[src/rtl/mc_datapath.sv]
// Multi-cycle CPU datapath: register file, ALU, PC, IR and a req/ack memory bus,
// sequenced one command at a time through IDLE -> EXEC -> (MEM) -> IDLE.
module mc_datapath #(
    parameter int WIDTH    = 32,
    parameter int AWIDTH   = 32,
    parameter int NREGS    = 32,
    parameter int RESET_PC = 0,
    parameter int PC_STEP  = 4,
    parameter int TIMEOUT  = 255,
    localparam int RBITS   = $clog2(NREGS)
) (
    input  logic              clk,
    input  logic              reset,
    input  logic              cmd_valid,
    output logic              cmd_ready,
    input  logic [2:0]        cmd_op,
    input  logic [3:0]        cmd_alu,
    input  logic [RBITS-1:0]  cmd_rd,
    input  logic [RBITS-1:0]  cmd_ra,
    input  logic [RBITS-1:0]  cmd_rb,
    input  logic [WIDTH-1:0]  cmd_lit,
    input  logic [1:0]        cmd_cond,
    output logic              done,
    output logic              err,
    output logic              mem_req,
    output logic              mem_we,
    output logic [AWIDTH-1:0] mem_addr,
    output logic [WIDTH-1:0]  mem_wdata,
    input  logic [WIDTH-1:0]  mem_rdata,
    input  logic              mem_ack,
    output logic [AWIDTH-1:0] pc,
    output logic [WIDTH-1:0]  instr,
    output logic [3:0]        flags
);
    localparam int SHB = $clog2(WIDTH);
    localparam int CW  = $clog2(TIMEOUT + 1);
    localparam int M   = WIDTH - 1;

    localparam logic [2:0] OP_RR = 3'd0, OP_RI = 3'd1, OP_LD = 3'd2;
    localparam logic [2:0] OP_ST = 3'd3, OP_BR = 3'd4, OP_JAL = 3'd5;
    localparam logic [2:0] OP_FE = 3'd6;

    typedef enum logic [1:0] {S_IDLE, S_EXEC, S_MEM} state_t;

    state_t r_state, w_next;

    logic [2:0]        r_op;
    logic [3:0]        r_alu;
    logic [RBITS-1:0]  r_rd, r_ra, r_rb;
    logic [WIDTH-1:0]  r_lit;
    logic [1:0]        r_cond;
    logic [WIDTH-1:0]  r_regs [NREGS];
    logic [AWIDTH-1:0] r_pc;
    logic [WIDTH-1:0]  r_instr;
    logic [3:0]        r_flags;
    logic              r_done, r_err;
    logic              r_req, r_we;
    logic [AWIDTH-1:0] r_addr;
    logic [WIDTH-1:0]  r_wdata;
    logic [CW-1:0]     r_cnt;

    logic [WIDTH-1:0]  w_a, w_rb, w_opb, w_res, w_diff, w_pc_w;
    logic [WIDTH:0]    w_sum;
    logic              w_c, w_v, w_take, w_tmo, w_is_alu;
    logic              w_rf_we;
    logic [WIDTH-1:0]  w_rf_wd;
    logic [AWIDTH-1:0] w_ea;

    // r0 is hardwired to zero on the read side
    assign w_a      = (r_ra == '0) ? '0 : r_regs[r_ra];
    assign w_rb     = (r_rb == '0) ? '0 : r_regs[r_rb];
    assign w_opb    = (r_op == OP_RI) ? r_lit : w_rb;
    assign w_sum    = {1'b0, w_a} + {1'b0, w_opb};
    assign w_diff   = w_a - w_opb;
    assign w_ea     = AWIDTH'(w_a + r_lit);
    assign w_pc_w   = WIDTH'(r_pc);
    assign w_tmo    = (r_cnt == CW'(TIMEOUT - 1));
    assign w_is_alu = (r_op == OP_RR) || (r_op == OP_RI);

    always_comb begin
        w_res = '0;
        w_c   = 1'b0;
        w_v   = 1'b0;
        case (r_alu)
            4'd0: begin
                w_res = w_sum[M:0];
                w_c   = w_sum[WIDTH];
                w_v   = (w_a[M] == w_opb[M]) && (w_sum[M] != w_a[M]);
            end
            4'd1: begin
                w_res = w_diff;
                w_c   = (w_a >= w_opb);
                w_v   = (w_a[M] != w_opb[M]) && (w_diff[M] != w_a[M]);
            end
            4'd2: w_res = w_a & w_opb;
            4'd3: w_res = w_a | w_opb;
            4'd4: w_res = w_a ^ w_opb;
            4'd5: w_res = w_a << w_opb[SHB-1:0];
            4'd6: w_res = w_a >> w_opb[SHB-1:0];
            4'd7: w_res = WIDTH'($signed(w_a) >>> w_opb[SHB-1:0]);
            4'd8: w_res = w_opb;
            4'd9: w_res = {{(WIDTH-1){1'b0}}, $signed(w_a) < $signed(w_opb)};
            default: w_res = '0;
        endcase
    end

    always_comb begin
        case (r_cond)
            2'd0:    w_take = 1'b1;
            2'd1:    w_take = r_flags[3];
            2'd2:    w_take = r_flags[2];
            default: w_take = r_flags[1];
        endcase
    end

    always_ff @(posedge clk) begin
        if (reset) r_state <= S_IDLE;
        else       r_state <= w_next;
    end

    always_comb begin
        w_next = r_state;
        case (r_state)
            S_IDLE: if (cmd_valid) w_next = S_EXEC;
            S_EXEC: begin
                if (r_op == OP_LD || r_op == OP_ST || r_op == OP_FE)
                    w_next = S_MEM;
                else
                    w_next = S_IDLE;
            end
            S_MEM:  if (mem_ack || w_tmo) w_next = S_IDLE;
            default: w_next = S_IDLE;
        endcase
    end

    always_comb begin
        cmd_ready = (r_state == S_IDLE);
    end

    always_comb begin
        w_rf_we = 1'b0;
        w_rf_wd = '0;
        if (r_state == S_EXEC && w_is_alu) begin
            w_rf_we = 1'b1;
            w_rf_wd = w_res;
        end else if (r_state == S_EXEC && r_op == OP_JAL) begin
            w_rf_we = 1'b1;
            w_rf_wd = w_pc_w;
        end else if (r_state == S_MEM && mem_ack && r_op == OP_LD) begin
            w_rf_we = 1'b1;
            w_rf_wd = mem_rdata;
        end
    end

    always_ff @(posedge clk) begin
        if (reset) begin
            for (int i = 0; i < NREGS; i++) r_regs[i] <= '0;
        end else if (w_rf_we && r_rd != '0) begin
            r_regs[r_rd] <= w_rf_wd;
        end
    end

    always_ff @(posedge clk) begin
        if (reset) begin
            r_op    <= '0;
            r_alu   <= '0;
            r_rd    <= '0;
            r_ra    <= '0;
            r_rb    <= '0;
            r_lit   <= '0;
            r_cond  <= '0;
            r_pc    <= AWIDTH'(RESET_PC);
            r_instr <= '0;
            r_flags <= '0;
            r_done  <= 1'b0;
            r_err   <= 1'b0;
            r_req   <= 1'b0;
            r_we    <= 1'b0;
            r_addr  <= '0;
            r_wdata <= '0;
            r_cnt   <= '0;
        end else begin
            r_done <= 1'b0;
            case (r_state)
                S_IDLE: begin
                    if (cmd_valid) begin
                        r_op   <= cmd_op;
                        r_alu  <= cmd_alu;
                        r_rd   <= cmd_rd;
                        r_ra   <= cmd_ra;
                        r_rb   <= cmd_rb;
                        r_lit  <= cmd_lit;
                        r_cond <= cmd_cond;
                    end
                end
                S_EXEC: begin
                    r_cnt <= '0;
                    case (r_op)
                        OP_RR, OP_RI: begin
                            r_flags <= {w_res == '0, w_res[M], w_c, w_v};
                            r_done  <= 1'b1;
                        end
                        OP_BR: begin
                            if (w_take) r_pc <= r_pc + AWIDTH'(r_lit);
                            r_done <= 1'b1;
                        end
                        OP_JAL: begin
                            r_pc   <= w_ea;
                            r_done <= 1'b1;
                        end
                        OP_LD: begin
                            r_addr <= w_ea;
                            r_we   <= 1'b0;
                            r_req  <= 1'b1;
                        end
                        OP_ST: begin
                            r_addr  <= w_ea;
                            r_wdata <= w_rb;
                            r_we    <= 1'b1;
                            r_req   <= 1'b1;
                        end
                        OP_FE: begin
                            r_addr <= r_pc;
                            r_we   <= 1'b0;
                            r_req  <= 1'b1;
                        end
                        default: begin
                            r_err  <= 1'b1;
                            r_done <= 1'b1;
                        end
                    endcase
                end
                S_MEM: begin
                    if (mem_ack) begin
                        r_req  <= 1'b0;
                        r_we   <= 1'b0;
                        r_done <= 1'b1;
                        if (r_op == OP_FE) begin
                            r_instr <= mem_rdata;
                            r_pc    <= r_pc + AWIDTH'(PC_STEP);
                        end
                    end else if (w_tmo) begin
                        r_req  <= 1'b0;
                        r_we   <= 1'b0;
                        r_err  <= 1'b1;
                        r_done <= 1'b1;
                    end else begin
                        r_cnt <= r_cnt + CW'(1);
                    end
                end
                default: ;
            endcase
        end
    end

    assign done      = r_done;
    assign err       = r_err;
    assign mem_req   = r_req;
    assign mem_we    = r_we;
    assign mem_addr  = r_addr;
    assign mem_wdata = r_wdata;
    assign pc        = r_pc;
    assign instr     = r_instr;
    assign flags     = r_flags;
endmodule
[config.mk]
export PLATFORM = sky130hd
export DESIGN_NAME = mc_datapath
export DESIGN_NICKNAME = d
export VERILOG_FILES = /design/src/rtl/mc_datapath.sv
export SDC_FILE = /design/constraint.sdc
export NUM_CORES = 2
export LEC_CHECK = 0
export ABC_CLOCK_PERIOD_IN_PS = 6300
export CORE_ASPECT_RATIO = 1.2
export CORE_MARGIN = 2
export CORE_UTILIZATION = 57
export DETAILED_ROUTE_END_ITERATION = 6
export DONT_BUFFER_PORTS = 1
export PLACE_DENSITY_LB_ADDON = 0.12
export SYNTH_ARGS = -nofsm -noshare
export SYNTH_HDL_FRONTEND = slang
export SYNTH_SLANG_ARGS = --single-unit
export TNS_END_PERCENT = 5
[constraint.sdc]
create_clock -name clk -period 6.3 [get_ports clk]
set_input_delay 0.63 -clock clk [delete_from_list [all_inputs] [get_ports clk]]
set_output_delay 0.63 -clock clk [all_outputs]
set_load 0.01 [all_outputs]
; ---- Word level (Yosys, flattened, before mapping)
; Memory sizes are Yosys's and may differ from the RTL's. A register that Yosys moved wholly into a read port is not among the register bits.
; Index checks and enable logic that the tools add are counted.
[classes]
n_reduce_logical = 38
bitwise_logic = 3
eq_ne = 37
muxes = 52
mul = 0
n_div = 0
addsub = 6
n_lt_le_gt_ge = 2
n_shift = 3
[ops]
columns = op, count
row1 = two-way mux 32 bit, 10
row2 = case mux 32 bit (10 select lines), 1
row3 = case mux 32 bit (2 select lines), 3
row4 = adder 32 bit, 2
row5 = adder 32 x 32 -> 33 bit, 1
row6 = "adder 32 x 3 -> 32 bit, second input constant", 1
row7 = bitwise AND 32 bit, 1
row8 = greater-or-equal comparator 32 bit, 1
row9 = logical NOT 32 bit, 1
row10 = less-than comparator 32 bit, 1
row11 = bitwise OR 32 bit, 1
row12 = OR reduction 32 bit, 1
row13 = << shifter 32 x 5 -> 32 bit, 1
row14 = right shift 32 x 5 -> 32 bit, 1
row15 = >>> shifter 32 x 5 -> 32 bit, 1
row16 = subtractor 32 bit, 1
row17 = XOR 32 bit, 1
row18 = two-way mux 5 bit, 5
row19 = two-way mux 1 bit, 18
row20 = "equality test 4 x 3 -> 1 bit, second input constant", 4
row21 = two-way mux 8 bit, 2
row22 = "inequality test 2 bit, second input constant", 8
row23 = case mux 8 bit (2 select lines), 1
row24 = case mux 1 bit (2 select lines), 7
row25 = 33 further kinds, 67
[word_totals]
regBits = 202
word_cells = 160
n_memories = 1
mem_bits_ro = 0
latch_bits = 0
mem_bits_rw = 1024
[mem_list]
columns = memory, words, width, rd, rd_ports_with_merged_regs, wr, line
row1 = r_regs, 32, 32, 2, 2, 32, 52  ; logic [WIDTH-1:0] r_regs [NREGS];

; ---- Longest topological paths before layout
[depth]
depth_word = 12
mapped_depth = 30

; ---- Least setup slack after synthesis
; Ideal clock, no wire load.
[synth_path]
path_kind = register to register
startpoint = reg (tool-made name)
endpoint = mem r_regs[10][29] (data pin)
period_less_slack_ns = 6.822
slack_ns = -0.522
stages_incl_launch_ff = 25
required_ns = 6.033
arrival_time_ns = 6.555
n_path_buf = 6
cell_sequence = dfxtp_1 buf_2 buf_2 buf_1 buf_1 mux4_2 mux2i_1 nor2_1 mux2i_1 inv_1 ha_1 clkbuf_1 nor4_1 a211oi_1 a2111oi_0 o31ai_1 a21oi_1 o2111ai_1 a2111oi_0 o41ai_1 nor4_1 a21oi_1 a222oi_1 buf_2 nor2_1
[synth_lines]
columns = item, line
row1 = end: declaration, 52

==> summary.md <==
| Metric | Value |
|---|---|
| Slowest Stage Delay on Critical Path | `0.82 ns` |
| Worst-case register-to-register setup slack | `-0.81 ns` |
| Maximum fanout count along the critical path | `6` |
| Initial detailed-routing violation count | `11488` |
| Total Die Area | `0.133 mm^2` |
| Detailed-route DRC error count | `0` |
| Power consumption | `0.0261 W` |
| Fraction of the yosys area taken by sequential cells | `47.1%` |
| Max-cap check violation count | `0` |
| Destination of the worst register-to-register timing path | `r_regs[15][29]` |
| Maximum number of pins on one net before global-route repair | `190` |
| Cell chosen for the clock root | `clkbuf_16` |
| H-Tree Level Count | `4` |
| Proportion of synthesized flip-flops having asynchronous set or reset | `0%` |
| Max-Slew Margin vs Limit | `3.48%` |
| Port buffer count | `0` |
| Setup repair after global routing missed its margin | `yes` |
| Class of the most critical setup path | `reg -> reg` |
| Post-Place Cell Area | `0.0826 mm^2` |
| Number of antenna violations at the first check in global routing | `30` |
| TritonCTS clock tree | `done` |
| DR WL met2 | `153000 um` |
| Synthesis-stage register bit count | `1236` |
| Clock edge transition at the registers on the reported setup and hold paths | `0.06 ns` |
| Starting density of the core | `57.3%` |
| Logic depth of the worst register-to-register path | `28` |
| Final count of pins violating max slew | `0` |
| Total wirelength of the detailed-routed design | `355000 um` |
| Launching element type of the critical path | `flip-flop` |
| Number of setup violations in the final report | `466` |
| Met3 WL | `54200 um` |
| Required time worst endpoint | `6.83 ns` |
| Number of clock sinks | `1236` |
| Final hold viol count | `0` |
| Chip height | `399 um` |
| Total number of nets in the final design | `7754` |
| Vias per Instance | `7.35` |
| Post-route worst hold slack | `0.00670 ns` |
| Clk buf depth | `3` |
| Total overflow reported by the global router | `0` |
| Final HPWL from detailed placement | `239000 um` |
| Worst ir drop on vdd | `0.273 mV` |
| Die W | `334 um` |
| Worst Tran Pin Value | `1.44 ns` |
| Number of cells on the worst hold path | `2` |
| Number of fillers in the final layout | `9255` |
| Routability-driven placement congestion ratio | `1.10` |
| Number of enable-type register cells in the synthesized netlist | `1024` |
| Core footprint | `0.130 mm^2` |
| Yosys warnings | `0` |
| Detail-routed net length per standard cell | `38.1 um` |
| Std-Cell Rows | `145` |
| Share of final-layout standard cells stronger than drive strength 1 | `29.4%` |
| Combined area of all synthesized cells | `0.0743 mm^2` |
| Category of the worst setup path capture point | `flip-flop` |
| Clock latency on the worst-skew pair | `0.83 ns` |
| Result of the run | `complete, but fails checks` |
| Storage element area | `0.0350 mm^2` |
| Power density over the cells | `287 mW/mm^2` |
| Mapped Avg Cell Area | `11.1 um^2` |
| Initial DRT Pass Iterations | `6` |
| Worst setup margin | `-0.807 ns` |
| Cell leakage power | `32.4 nW` |
| Multi-input gate area | `0.0378 mm^2` |
| Violations in the final reports | `setup timing` |
| Cell area after layout | `0.0909 mm^2` |
| Hold Path Class | `in -> reg` |
| Vias in the first global route | `65649` |
| Total clock buffers created by CTS | `131` |
| Synth cell types | `116` |
| Worst hold path startpoint | `cmd_lit[0]` |
| Layout overhead on the synthesized area | `22.4%` |
| Global-route wire length before repair | `489000 um` |
| Number of top-level design ports | `229` |
| Predominant post-synthesis flop cell | `edfxtp_1` |
| Worst Hold Path EP | `r_lit[0]` |
| Antenna violation net count after detailed routing | `0` |
| Routed metal-1 wirelength | `110000 um` |
| Arrival time at the worst endpoint | `7.64 ns` |
| GRT Resource Usage Total | `52.4%` |
| Accumulated negative setup slack | `-142.83 ns` |
| Count of mapped cells out of synthesis | `6700` |
| Clock tree skew after final layout | `0.0355 ns` |
| Via count | `68419` |
| Time the final worst path needs with I/O delays and setup | `7.11 ns` |
| Topmost layer with routed signal wires | `met5` |
| Cell type of the slowest stage on the worst timing path | `a222oi_1` |
| Worst setup slack after placement | `-1.19 ns` |
| Max Clk Rate | `141 MHz` |
| Final critical-path share of the clock period | `113%` |
-- cells by family after synthesis --
| logic type | after synthesis | share of synthesized area, % |
|---|---|---|
| multiplexers | 797 | 18.9 |
| AO/OA/AOI/OAI | 1294 | 11.8 |
| other | 1 | 0.00505 |
| buffers and inverters | 721 | 4.56 |
| flip-flops | 1236 | 47.1 |
| adder cells (fa/ha/maj) | 170 | 2.90 |
| XOR/XNOR | 63 | 0.743 |
| AND/OR/NAND/NOR | 2418 | 14.0 |
-- synthesized netlist by cell type (23+ instances only) --
cell | count | area [um^2]
nor4_1 | 27 | 169
nor2_2 | 60 | 375
a21o_1 | 39 | 293
o22ai_1 | 66 | 413
a211oi_1 | 65 | 488
o221ai_1 | 24 | 210
buf_1 | 42 | 158
xnor2_1 | 36 | 315
a22oi_1 | 124 | 931
nor2_1 | 1278 | 4800
o21ai_0 | 167 | 836
clkbuf_1 | 323 | 1210
and2_1 | 31 | 194
inv_1 | 114 | 428
buf_4 | 23 | 173
edfxtp_1 | 1024 | 30700
buf_2 | 157 | 786
a31oi_1 | 40 | 250
xor2_1 | 27 | 236
nand3_1 | 88 | 440
and3_1 | 24 | 150
mux2i_1 | 299 | 2990
buf_6 | 48 | 541
nor3_1 | 119 | 596
a311oi_1 | 25 | 219
mux4_2 | 480 | 10800
ha_1 | 166 | 2080
dfxtp_1 | 212 | 4240
or3_1 | 41 | 257
nand4_1 | 30 | 188
nand2b_1 | 37 | 231
a21oi_1 | 370 | 1850
o211ai_1 | 41 | 308
nor2b_1 | 37 | 231
a221oi_1 | 58 | 508
nand2_1 | 569 | 2140
-- worst max path at each step --
stage	endpoint	depth (start not counted)	start
6_report	r_regs[15][29]	28	flip-flop
5_1_grt	r_regs[15][29]	28	flip-flop
4_1_cts	r_regs[14][29]	29	flip-flop
3_5_place_dp	r_regs[31][29]	27	flip-flop
3_3_place_gp	r_regs[31][29]	26	flip-flop
2_1_floorplan	r_regs[10][27]	24	flip-flop
-- layout by cell type (no fill, tap or decap), types with 32 or more instances in the layout --
master and instances:
nor2_1 1245, edfxtp_1 1024, buf_4 985, nand2_1 505
mux4_2 480, a21oi_1 344, mux2i_1 288, dfxtp_1 203
o21ai_0 155, ha_1 150, clkbuf_16 140, a22oi_1 118
inv_1 109, nor3_1 107, nand3_1 82, buf_12 80
dlygate4sd3_1 75, nor2_2 74, o22ai_1 65, nand2_2 64
a211oi_1 59, a221oi_1 50, buf_6 46, o211ai_1 41
or3_1 40, a21o_1 38, xnor2_1 35, a31oi_1 34
nand2b_1 34, clkbuf_1 32, conb_1 32
-- sequential cells by signal (all words and copies together), names as in the netlist, 2 cells and up, named ones only --
register / flops
flags: 4
instr: 32
mem_addr: 32
mem_wdata: 32
pc: 32
r_alu: 4
r_cnt: 8
r_cond: 2
r_lit: 32
r_op: 3
r_ra: 5
r_rb: 5
r_rd: 5
r_regs: 1024
r_state: 2
-- power by group --
part	internal [W]	leakage, nW	switching, W
sequential	0.00911	12.3	0.000298
combinational	0.00349	18.1	0.00534
clock	0.00433	2.07	0.00354
total	0.0169	32.4	0.00918
-- critical path, delay by kind of cell, from the launching register on --
family	cells	cell delay (ns)
muxes	3	1.34
DFF	1	0.42
buffers and inverters	9	1.44
and+or+nand+nor	4	0.50
adders and majority gates	1	0.25
AOI/OAI and AO/OA	11	2.82
-- stage by stage --
stage          std cells  utilization [%]
2_1_floorplan       6731                -
3_3_place_gp        8845             63.7
3_5_place_dp        8846             63.7
4_1_cts             9226             68.8
5_1_grt             9299             70.1
6_report            9305             70.1
-- area by class of cell --
cell class / instances / share of cell area, %
Multi-Input combinational cell: 4774 / 41.6
Timing Repair Buffer: 1225 / 12.3
Antenna cell: 15 / 0.0413
Inverter: 124 / 0.523
Tap cell: 1690 / 2.33
Clock inverter: 72 / 0.877
Sequential cell: 1236 / 38.5
Clock buffer: 169 / 3.85
-- metal layers --
metal  GRT usage, %  vias to the layer above
met1           59.7                    32961
met5              0                        -
met3           19.4                     1959
met4           45.7                       22
li1               -                    26804
met2           77.8                     6673
-- repair_timing --
item / 4_1_cts / 5_1_grt
cloned: 8 / 7
pin swaps: 42 / 34
hold buffers: 77 / 0
setup endpoints to repair: 705 / 795
buffers inserted: 55 / 64
endpoints found under the hold margin: 193 / 0
resized for setup: 174 / 202
Note: power is estimated with default switching activity, not from simulation.
